`src/rtl/mdu_pkg.sv`:
```
// Shared encodings for the iterative multiply/divide unit and the decoder that drives it.
package mdu_pkg;

  typedef enum logic [1:0] {
    MDU_MUL  = 2'd0,
    MDU_MULU = 2'd1,
    MDU_DIV  = 2'd2,
    MDU_DIVU = 2'd3
  } mdu_op_t;

  typedef enum logic [1:0] {
    ST_IDLE   = 2'd0,
    ST_BYZERO = 2'd1,
    ST_CALC   = 2'd2,
    ST_DONE   = 2'd3
  } mdu_state_t;

  // True for either divide flavour.
  function automatic logic op_is_div(mdu_op_t op);
    return (op == MDU_DIV) || (op == MDU_DIVU);
  endfunction

  // True for the two's-complement flavours.
  function automatic logic op_is_signed(mdu_op_t op);
    return (op == MDU_MUL) || (op == MDU_DIV);
  endfunction

endpackage

```
`src/rtl/ex_mdu.sv`:
```
// Iterative radix-2 multiply/divide unit: shift-add multiply, restoring divide,
// one iteration per cycle over a shared 2*XLEN+1 working register.
module ex_mdu
  import mdu_pkg::*;
#(
  parameter int unsigned XLEN = 32
) (
  input  logic                clk,
  input  logic                rst,
  input  logic                start_i,
  input  logic [1:0]          op_i,
  input  logic [XLEN-1:0]     opdata1_i,
  input  logic [XLEN-1:0]     opdata2_i,
  input  logic                annul_i,
  output logic [2*XLEN-1:0]   result_o,
  output logic                ready_o,
  output logic                div_by_zero_o,
  output logic                stallreq_o
);

  localparam int unsigned CNT_W = $clog2(XLEN) + 1;
  localparam int unsigned AW    = 2 * XLEN + 1;

  mdu_state_t        state_q;
  logic [CNT_W-1:0]  cnt_q;
  mdu_op_t           op_q;
  logic              neg1_q;
  logic              neg2_q;
  logic              dz_q;
  logic [XLEN-1:0]   b_q;
  logic [AW-1:0]     acc_q;

  mdu_op_t           op_in;
  logic              signed_in;
  logic              div_in;
  logic              neg1_in;
  logic              neg2_in;
  logic [XLEN-1:0]   mag1_in;
  logic [XLEN-1:0]   mag2_in;
  logic              accept;
  logic              div_zero_in;
  logic [XLEN:0]     mul_sum;
  logic [AW-1:0]     mul_next;
  logic [AW-1:0]     div_shift;
  logic              div_ok;
  logic [XLEN:0]     div_trial;
  logic [AW-1:0]     div_next;
  logic [XLEN-1:0]   dividend_raw;
  logic [2*XLEN-1:0] prod;
  logic [XLEN-1:0]   quot;
  logic [XLEN-1:0]   rem;
  logic [2*XLEN-1:0] final_res;

  // Operand conditioning, one datapath iteration, and final sign correction.
  always_comb begin
    op_in        = mdu_op_t'(op_i);
    signed_in    = op_is_signed(op_in);
    div_in       = op_is_div(op_in);
    neg1_in      = signed_in & opdata1_i[XLEN-1];
    neg2_in      = signed_in & opdata2_i[XLEN-1];
    mag1_in      = neg1_in ? -opdata1_i : opdata1_i;
    mag2_in      = neg2_in ? -opdata2_i : opdata2_i;
    accept       = (state_q == ST_IDLE) && start_i && !annul_i;
    div_zero_in  = div_in && (opdata2_i == '0);

    // Multiply: conditionally add multiplicand into the high half, shift right.
    mul_sum      = acc_q[AW-1:XLEN] + (acc_q[0] ? {1'b0, b_q} : '0);
    mul_next     = {1'b0, mul_sum, acc_q[XLEN-1:1]};

    // Divide: shift left, subtract divisor from partial remainder if it fits.
    div_shift    = {acc_q[AW-2:0], 1'b0};
    div_ok       = div_shift[AW-1:XLEN] >= {1'b0, b_q};
    div_trial    = div_shift[AW-1:XLEN] - {1'b0, b_q};
    div_next     = div_ok ? {div_trial, div_shift[XLEN-1:1], 1'b1} : div_shift;

    // Divide-by-zero reports the dividend exactly as the pipeline supplied it.
    dividend_raw = neg1_q ? -acc_q[XLEN-1:0] : acc_q[XLEN-1:0];

    prod         = acc_q[2*XLEN-1:0];
    quot         = acc_q[XLEN-1:0];
    rem          = acc_q[2*XLEN-1:XLEN];
    if ((op_q == MDU_DIV) && (neg1_q ^ neg2_q)) quot = -quot;
    if ((op_q == MDU_DIV) && neg1_q)            rem  = -rem;
    if ((op_q == MDU_MUL) && (neg1_q ^ neg2_q)) prod = -prod;

    if (dz_q)                  final_res = acc_q[2*XLEN-1:0];
    else if (op_is_div(op_q))  final_res = {rem, quot};
    else                       final_res = prod;

    stallreq_o   = !rst && (accept || (state_q == ST_BYZERO) || (state_q == ST_CALC));
  end

  // Control FSM: sequencing, iteration counter and registered result/handshake.
  always_ff @(posedge clk or posedge rst) begin
    if (rst) begin
      state_q       <= ST_IDLE;
      cnt_q         <= '0;
      result_o      <= '0;
      ready_o       <= 1'b0;
      div_by_zero_o <= 1'b0;
    end else begin
      ready_o       <= 1'b0;
      div_by_zero_o <= 1'b0;
      case (state_q)
        ST_IDLE: begin
          if (accept) begin
            cnt_q   <= '0;
            state_q <= div_zero_in ? ST_BYZERO : ST_CALC;
          end
        end
        ST_BYZERO: begin
          state_q <= annul_i ? ST_IDLE : ST_DONE;
        end
        ST_CALC: begin
          if (annul_i) begin
            state_q <= ST_IDLE;
          end else begin
            cnt_q <= cnt_q + CNT_W'(1);
            if (cnt_q == CNT_W'(XLEN - 1)) state_q <= ST_DONE;
          end
        end
        ST_DONE: begin
          state_q <= ST_IDLE;
          if (!annul_i) begin
            result_o      <= final_res;
            ready_o       <= 1'b1;
            div_by_zero_o <= dz_q;
          end
        end
        default: state_q <= ST_IDLE;
      endcase
    end
  end

  // Datapath: operand capture on accept, then one iteration per CALC cycle.
  always_ff @(posedge clk or posedge rst) begin
    if (rst) begin
      op_q   <= MDU_MUL;
      neg1_q <= 1'b0;
      neg2_q <= 1'b0;
      dz_q   <= 1'b0;
      b_q    <= '0;
      acc_q  <= '0;
    end else begin
      case (state_q)
        ST_IDLE: begin
          if (accept) begin
            op_q   <= op_in;
            neg1_q <= neg1_in;
            neg2_q <= neg2_in;
            dz_q   <= div_zero_in;
            b_q    <= div_in ? mag2_in : mag1_in;
            acc_q  <= {(XLEN + 1)'(0), div_in ? mag1_in : mag2_in};
          end
        end
        ST_CALC: begin
          if (!annul_i) acc_q <= op_is_div(op_q) ? div_next : mul_next;
        end
        ST_BYZERO: begin
          acc_q <= {1'b0, dividend_raw, {XLEN{1'b1}}};
        end
        default: ;
      endcase
    end
  end

endmodule

```
`config.mk`:
```
export PLATFORM = sky130hd
export DESIGN_NAME = ex_mdu
export DESIGN_NICKNAME = d
export VERILOG_FILES = /design/src/rtl/mdu_pkg.sv /design/src/rtl/ex_mdu.sv
export SDC_FILE = /design/constraint.sdc
export NUM_CORES = 1
export LEC_CHECK = 0
export ABC_CLOCK_PERIOD_IN_PS = 12510
export BUFFER_PORTS_ARGS = -buffer_cell sky130_fd_sc_hd__buf_2
export CORE_MARGIN = 4
export CORE_UTILIZATION = 63
export CTS_BUF_LIST = sky130_fd_sc_hd__clkbuf_8
export DETAILED_ROUTE_END_ITERATION = 12
export PLACE_DENSITY = 0.84
export SYNTH_ARGS = -nofsm -noshare
export SYNTH_HDL_FRONTEND = slang
export SYNTH_SLANG_ARGS = --single-unit
```
`constraint.sdc`:
```
create_clock -name clk -period 12.51 [get_ports clk]
set_clock_uncertainty 0.05 [all_clocks]
set_input_delay 1.251 -clock clk [delete_from_list [all_inputs] [get_ports clk]]
set_output_delay 1.251 -clock clk [all_outputs]
set_load 0.01 [all_outputs]
```
* Word level (Yosys, flattened, before mapping) *
Index checks and enable logic that the tools add are counted.

word-level totals
  bits in registers = 176
  input port bits = 70
  word-level logic and storage cells = 89

operators by class
  add/sub/neg operators = 8
  order comparisons = 1
  eq/ne operators = 11
  mux-type cells = 29
  bitwise gates (word level) = 4
  reduce and logical (&&, ||, !) cells = 25

operators with widths
  kind                 count
  $mux 65              4
  $mux 32              8
  $pmux 65 s3          1
  $mux 64              3
  $neg 32->32          4
  $neg 64->64          1
  $add 33x32->33       1
  $ge 33x32->1         1
  $sub 33x32->33       1
  $logic_not 32->1     1
  $eq 2x2->1 const B   6
  $mux 6               2
  $pmux 6 s2           1
  $mux 2               5
  $pmux 2 s4           1
  $logic_and 1x1->1    7
  $add 6x1->6 const B  1
  $eq 6x5->1 const B   1
  $logic_not 2->1      3
  $reduce_and 2->1     3
  $reduce_and 3->1     2
  $logic_or 1x1->1     5
  $mux 1               4
  $ne 2x2->1 const B   2
  8 further kinds      10

* Logic depth before layout (Yosys ltp) *
  word-level depth = 7
  depth in mapped cells = 15
  gate-level depth less buffers = 13

* Least setup slack after synthesis *
OpenSTA, ideal clock, no wires.

  path type = input-to-reg
  start point = input port opdata2_i[9]
  end point = register acc_q[27]
  library setup time = 0.137 ns
  arrival = 3.745 ns
  slack = 8.578 ns
  cell stages on the path = 9
  path through = or4_1 -> or4_1 -> clkbuf_1 -> or4_1 -> o41ai_1 -> xor2_1 -> mux2i_1 -> o21ai_0 -> a21oi_1

on the way
  longest elaborated chain between the ends = 5

RTL lines
  what                  RTL line       source
  from (decl)           ex_mdu.sv:13   input logic [XLEN-1:0] opdata2_i,
  $neg 32->32           ex_mdu.sv:62   mag2_in = neg2_in ? -opdata2_i : opdata2_i;
  $mux 32               ex_mdu.sv:62
  $mux 32               ex_mdu.sv:153  acc_q <= {(XLEN + 1)'(0), div_in ? mag1_in : mag2_in};
  $mux 65               ex_mdu.sv:147  if (accept) begin
  $pmux 65 s3           ex_mdu.sv:145  case (state_q)
  to (signal assigned)  ex_mdu.sv:153
  to (signal assigned)  ex_mdu.sv:157  if (!annul_i) acc_q <= op_is_div(op_q) ? div_next : mul_next;
  to (signal assigned)  ex_mdu.sv:160  acc_q <= {1'b0, dividend_raw, {XLEN{1'b1}}};
  to (decl)             ex_mdu.sv:31   logic [AW-1:0] acc_q;

Every way passes these cells. The select of a mux whose other input is x is not followed.
A chain may end at the register's enable or synchronous reset.

* Worst setup path in the final report *
  start point = register acc_q[0]
  end point = register acc_q[63]

on the way
  longest elaborated chain between the ends = 5
  elaborated cells on any way between the ends = 7

RTL lines
  what                  RTL line       source
  $mux 32               ex_mdu.sv:67   mul_sum = acc_q[AW-1:XLEN] + (acc_q[0] ? {1'b0, b_q} : '0);
  $add 33x32->33        ex_mdu.sv:67
  $mux 65 (2 in a row)  ex_mdu.sv:157
  $pmux 65 s3 *         ex_mdu.sv:145

Mark *: on every way between the ends. The rest lies on a longest branch, timed or not. The select of a mux whose other input is x is not followed.

==> flow_summary.yaml <==
sta:
  setup_violations: 0
  period_needed_ps: 4600
  tightest_slew_ps: 1090
  slew_violations: 0
  hold_viol: 0
  period_share_pct: 36.8
  rsz0062_at_grt: "false"
  finalSetupTns_ps: 0
  fmax_ghz: 0.217
  max-slew-margin-rel_pct: 27.3
synthesis:
  synth-edff-count: 0
  yosysSeqAreaShare_pct: 27.8
  syn_area_um2: 15800
  syn_avg_cell_area_um2: 7.52
  synth_nets: 2250
  syn_inst: 2105
  async_flop_share_pct: 100
  synth_seq_cells: 176
  synth_cell_types: 72
  yosys_warnings: 0
  synth_ff_type: "dfrtp_1"
finish:
  final_cells: 2468
  nFillCells: 2105
  antenna-diode-count: 0
  design_area_um2: 17000
  syn_to_final_growth_pct: 7.12
  drive_gt1_share_pct: 11.9
  nNetsFinal: 2276
  multi_input_area_um2: 10600
  seqCellArea_um2: 4410
status:
  outcome: "completed"
clock_tree:
  cts_resized: 0
  cts_tree: "built"
  holdBufCountCts: 0
  cts_buffer_depth: 2
  cts-root-buf: "clkbuf_8"
  post_cts_buffers: 0
  clk_pin_slew_ps: 120
  cts_sinks: 176
  htree_levels: 4
  clk_latency_ps: 500
  numCtsBuffers: 17
global_route:
  grt_pass1_wl_um: 86300
  antenna_found_initial: 1
  grt_pass1_vias: 15200
  grt-ovfl-total: 0
  track_usage_pct: 39.1
  grt_max_degree: 121
worst_setup_path:
  crit_family: "compound AO/OA/AOI/OAI gates"
  startpoint_type: "flip-flop"
  path_class: "flip-flop to flip-flop"
  cp_num_buf_inv: 2
  crit_slowest_cell: "dfrtp_1"
  arrival_ps: 4960
  crit_chain: "clkinv_1, buf_4, nor2_1, ha_1, a211oi_1, o21bai_1, a221oi_1, a21oi_1, a21boi_0, o21ai_0, a31oi_1, mux2_2, nor2_1"
  critPathMaxStageDelay_ps: 520
  setup.worst_path.end_class: "flip-flop"
  critical_path_peak_fanout: 29
  worst_path_most_repeated_cell: "nor2_1"
  required_ps: 12870
floorplanning:
  die-area_um2: 27700
  die_w_um: 166
  die_y_um: 166
  rows: 57
  io_pins: 137
  core_um2: 24500
  start_util_pct: 64.5
routing:
  vias: 16300
  wl_per_cell_um: 22.7
  drcViolationCount: 0
  ant_nets: 0
  drt_iter0_drc: 1999
  drtPass1Iterations: 7
  viasPerCell: 6.61
  drt_wl_total_um: 56100
power:
  power_density_nw_per_um2: 290
  ir_drop_v: 0.000150
  finalPower_mw: 4.92
  cellLeakagePower_nw: 7.50
placed_design:
  place_area_um2: 16500
  dp.cells: 2436
  portBuffers: 136
  dp_hpwl_um: 43000
  gp_congestion: 1.08
worst_hold_path:
  min_path_type: "flip-flop to flip-flop"
flow_run:
  maxCapViolations: 0
-- where the power goes --
| group | internal, mW | switching, mW |
|---|---|---|
| combinational | 1.19 | 2.12 |
| clock | 0.160 | 0.288 |
| sequential | 0.805 | 0.354 |
-- through the flow --
step	hold slack (ps)	util, %	worst slack, ps
floorplan	400	-	6440
detailed placement	415	67.3	8200
CTS	442	69.1	8110
global placement	406	67.3	8130
finish	437	69.1	7910
global route	465	69.1	7660
-- routing by layer --
layer	vias up	wire length (um)	track usage (%)
li1	7513	-	-
met1	7600	22700	54.1
met2	1061	22800	56.1
met3	149	7790	13.3
met4	0	2800	16.2
met5	-	0	0
-- flip-flops by register name (all words and copies together) (netlist names) --
name	flops
acc_q	65
b_q	32
cnt_q	6
div_by_zero_o	1
dz_q	1
neg1_q	1
neg2_q	1
op_q	2
ready_o	1
result_o	64
state_q	2
-- path summary, 6_finish.rpt --
| check | start | end | slack, ps | depth (start not counted) |
|---|---|---|---|---|
| hold reg to reg | result_o[51]$_DFFE_PP0P_ | result_o[51]$_DFFE_PP0P_ | 440 | 2 |
| hold / removal | result_o[51]$_DFFE_PP0P_ | result_o[51]$_DFFE_PP0P_ | 440 | 2 |
| max in group asynchronous | rst | acc_q[4]$_DFFE_PP0P_ | 9840 | 3 |
| setup / recovery | acc_q[0]$_DFFE_PP0P_ | acc_q[63]$_DFFE_PP0P_ | 7910 | 13 |
| setup reg to reg | acc_q[0]$_DFFE_PP0P_ | acc_q[63]$_DFFE_PP0P_ | 7910 | 13 |
| min in group asynchronous | rst | b_q[29]$_DFFE_PP0P_ | 890 | 2 |
-- synth_stat cells, types with 8 or more instances --
| master | n | area share (%) |
|---|---|---|
| xnor2_1 | 94 | 5.2 |
| nor3b_1 | 8 | 0.38 |
| o21bai_1 | 13 | 0.62 |
| or3_1 | 19 | 0.75 |
| mux2_2 | 39 | 2.8 |
| o211ai_1 | 17 | 0.81 |
| nand3_1 | 19 | 0.60 |
| a22oi_1 | 13 | 0.62 |
| inv_1 | 74 | 1.8 |
| nand4_1 | 14 | 0.55 |
| a31oi_1 | 17 | 0.67 |
| o31ai_1 | 31 | 1.5 |
| nor2b_1 | 8 | 0.32 |
| dfrtp_1 | 176 | 28 |
| a21oi_1 | 215 | 6.8 |
| nor3_1 | 47 | 1.5 |
| o41ai_1 | 10 | 0.55 |
| clkbuf_1 | 135 | 3.2 |
| or2_2 | 8 | 0.32 |
| a21o_1 | 35 | 1.7 |
| mux2i_1 | 26 | 1.6 |
| buf_1 | 8 | 0.19 |
| nor4_1 | 16 | 0.63 |
| o21ai_0 | 237 | 7.5 |
| ha_1 | 73 | 5.8 |
| or4_1 | 23 | 1.1 |
| o21a_1 | 11 | 0.52 |
| nand2_1 | 244 | 5.8 |
| nand2b_1 | 16 | 0.63 |
| a211oi_1 | 12 | 0.57 |
| nor2_1 | 226 | 5.4 |
| and3_1 | 8 | 0.32 |
| xor2_1 | 103 | 5.7 |
| and2_1 | 9 | 0.36 |
-- cell usage in the layout (no fill, tap or decap), types with 7 or more instances in the layout --
cell type  instances
buf_4             19
or3_1             19
and3_1             8
mux2_2            39
and2_1             9
a21o_1            34
xor2_1           103
a22oi_1           13
nand4_1           14
mux2i_1           26
nor3b_1            8
inv_1             73
o211ai_1          17
nand3_1           19
or4_1             23
o41ai_1           10
o21ai_0          237
o31ai_1           31
nand2b_1          15
xnor2_1           94
o21bai_1          13
a21oi_1          213
ha_1              73
a211oi_1          12
or2_2              8
buf_2            136
nor2_1           226
nor3_1            46
dfrtp_1          175
a31oi_1           17
nor4_1            16
o21a_1            11
nand2_1          244
nor2b_1            8
a221oi_1           7
clkbuf_8          17
-- worst reg2reg max path, delay by kind of cell, from the launching register on --
family	cells	cell delay, ps
buffers and inverters	2	840
AO/OA/AOI/OAI	7	2080
adder cells (fa/ha/maj)	1	350
AND/OR/NAND/NOR	2	360
flip-flops	1	520
multiplexers	1	350
-- cells by family (layout without fill, tap and decap cells) --
kind of cell,count (synthesis),after routing,synth area share [%]
AO/OA/AOI/OAI,688,688,26.0
AND/OR/NAND/NOR,680,680,19.5
buffers and inverters,224,263,5.39
XOR/XNOR,197,197,10.9
flip-flops,176,176,27.8
adder cells (fa/ha/maj),75,75,6.02
multiplexers,65,65,4.42
-- final cells by class --
class,count,share of cell area [%]
clock buffers,17,1.38
clock inverters,15,1.20
flip-flops and latches,176,26.0
well taps,324,2.39
repair buffers,155,4.86
multi-input cells,1705,62.5
inverters,76,1.71
Note: power is estimated with default switching activity, not from simulation.
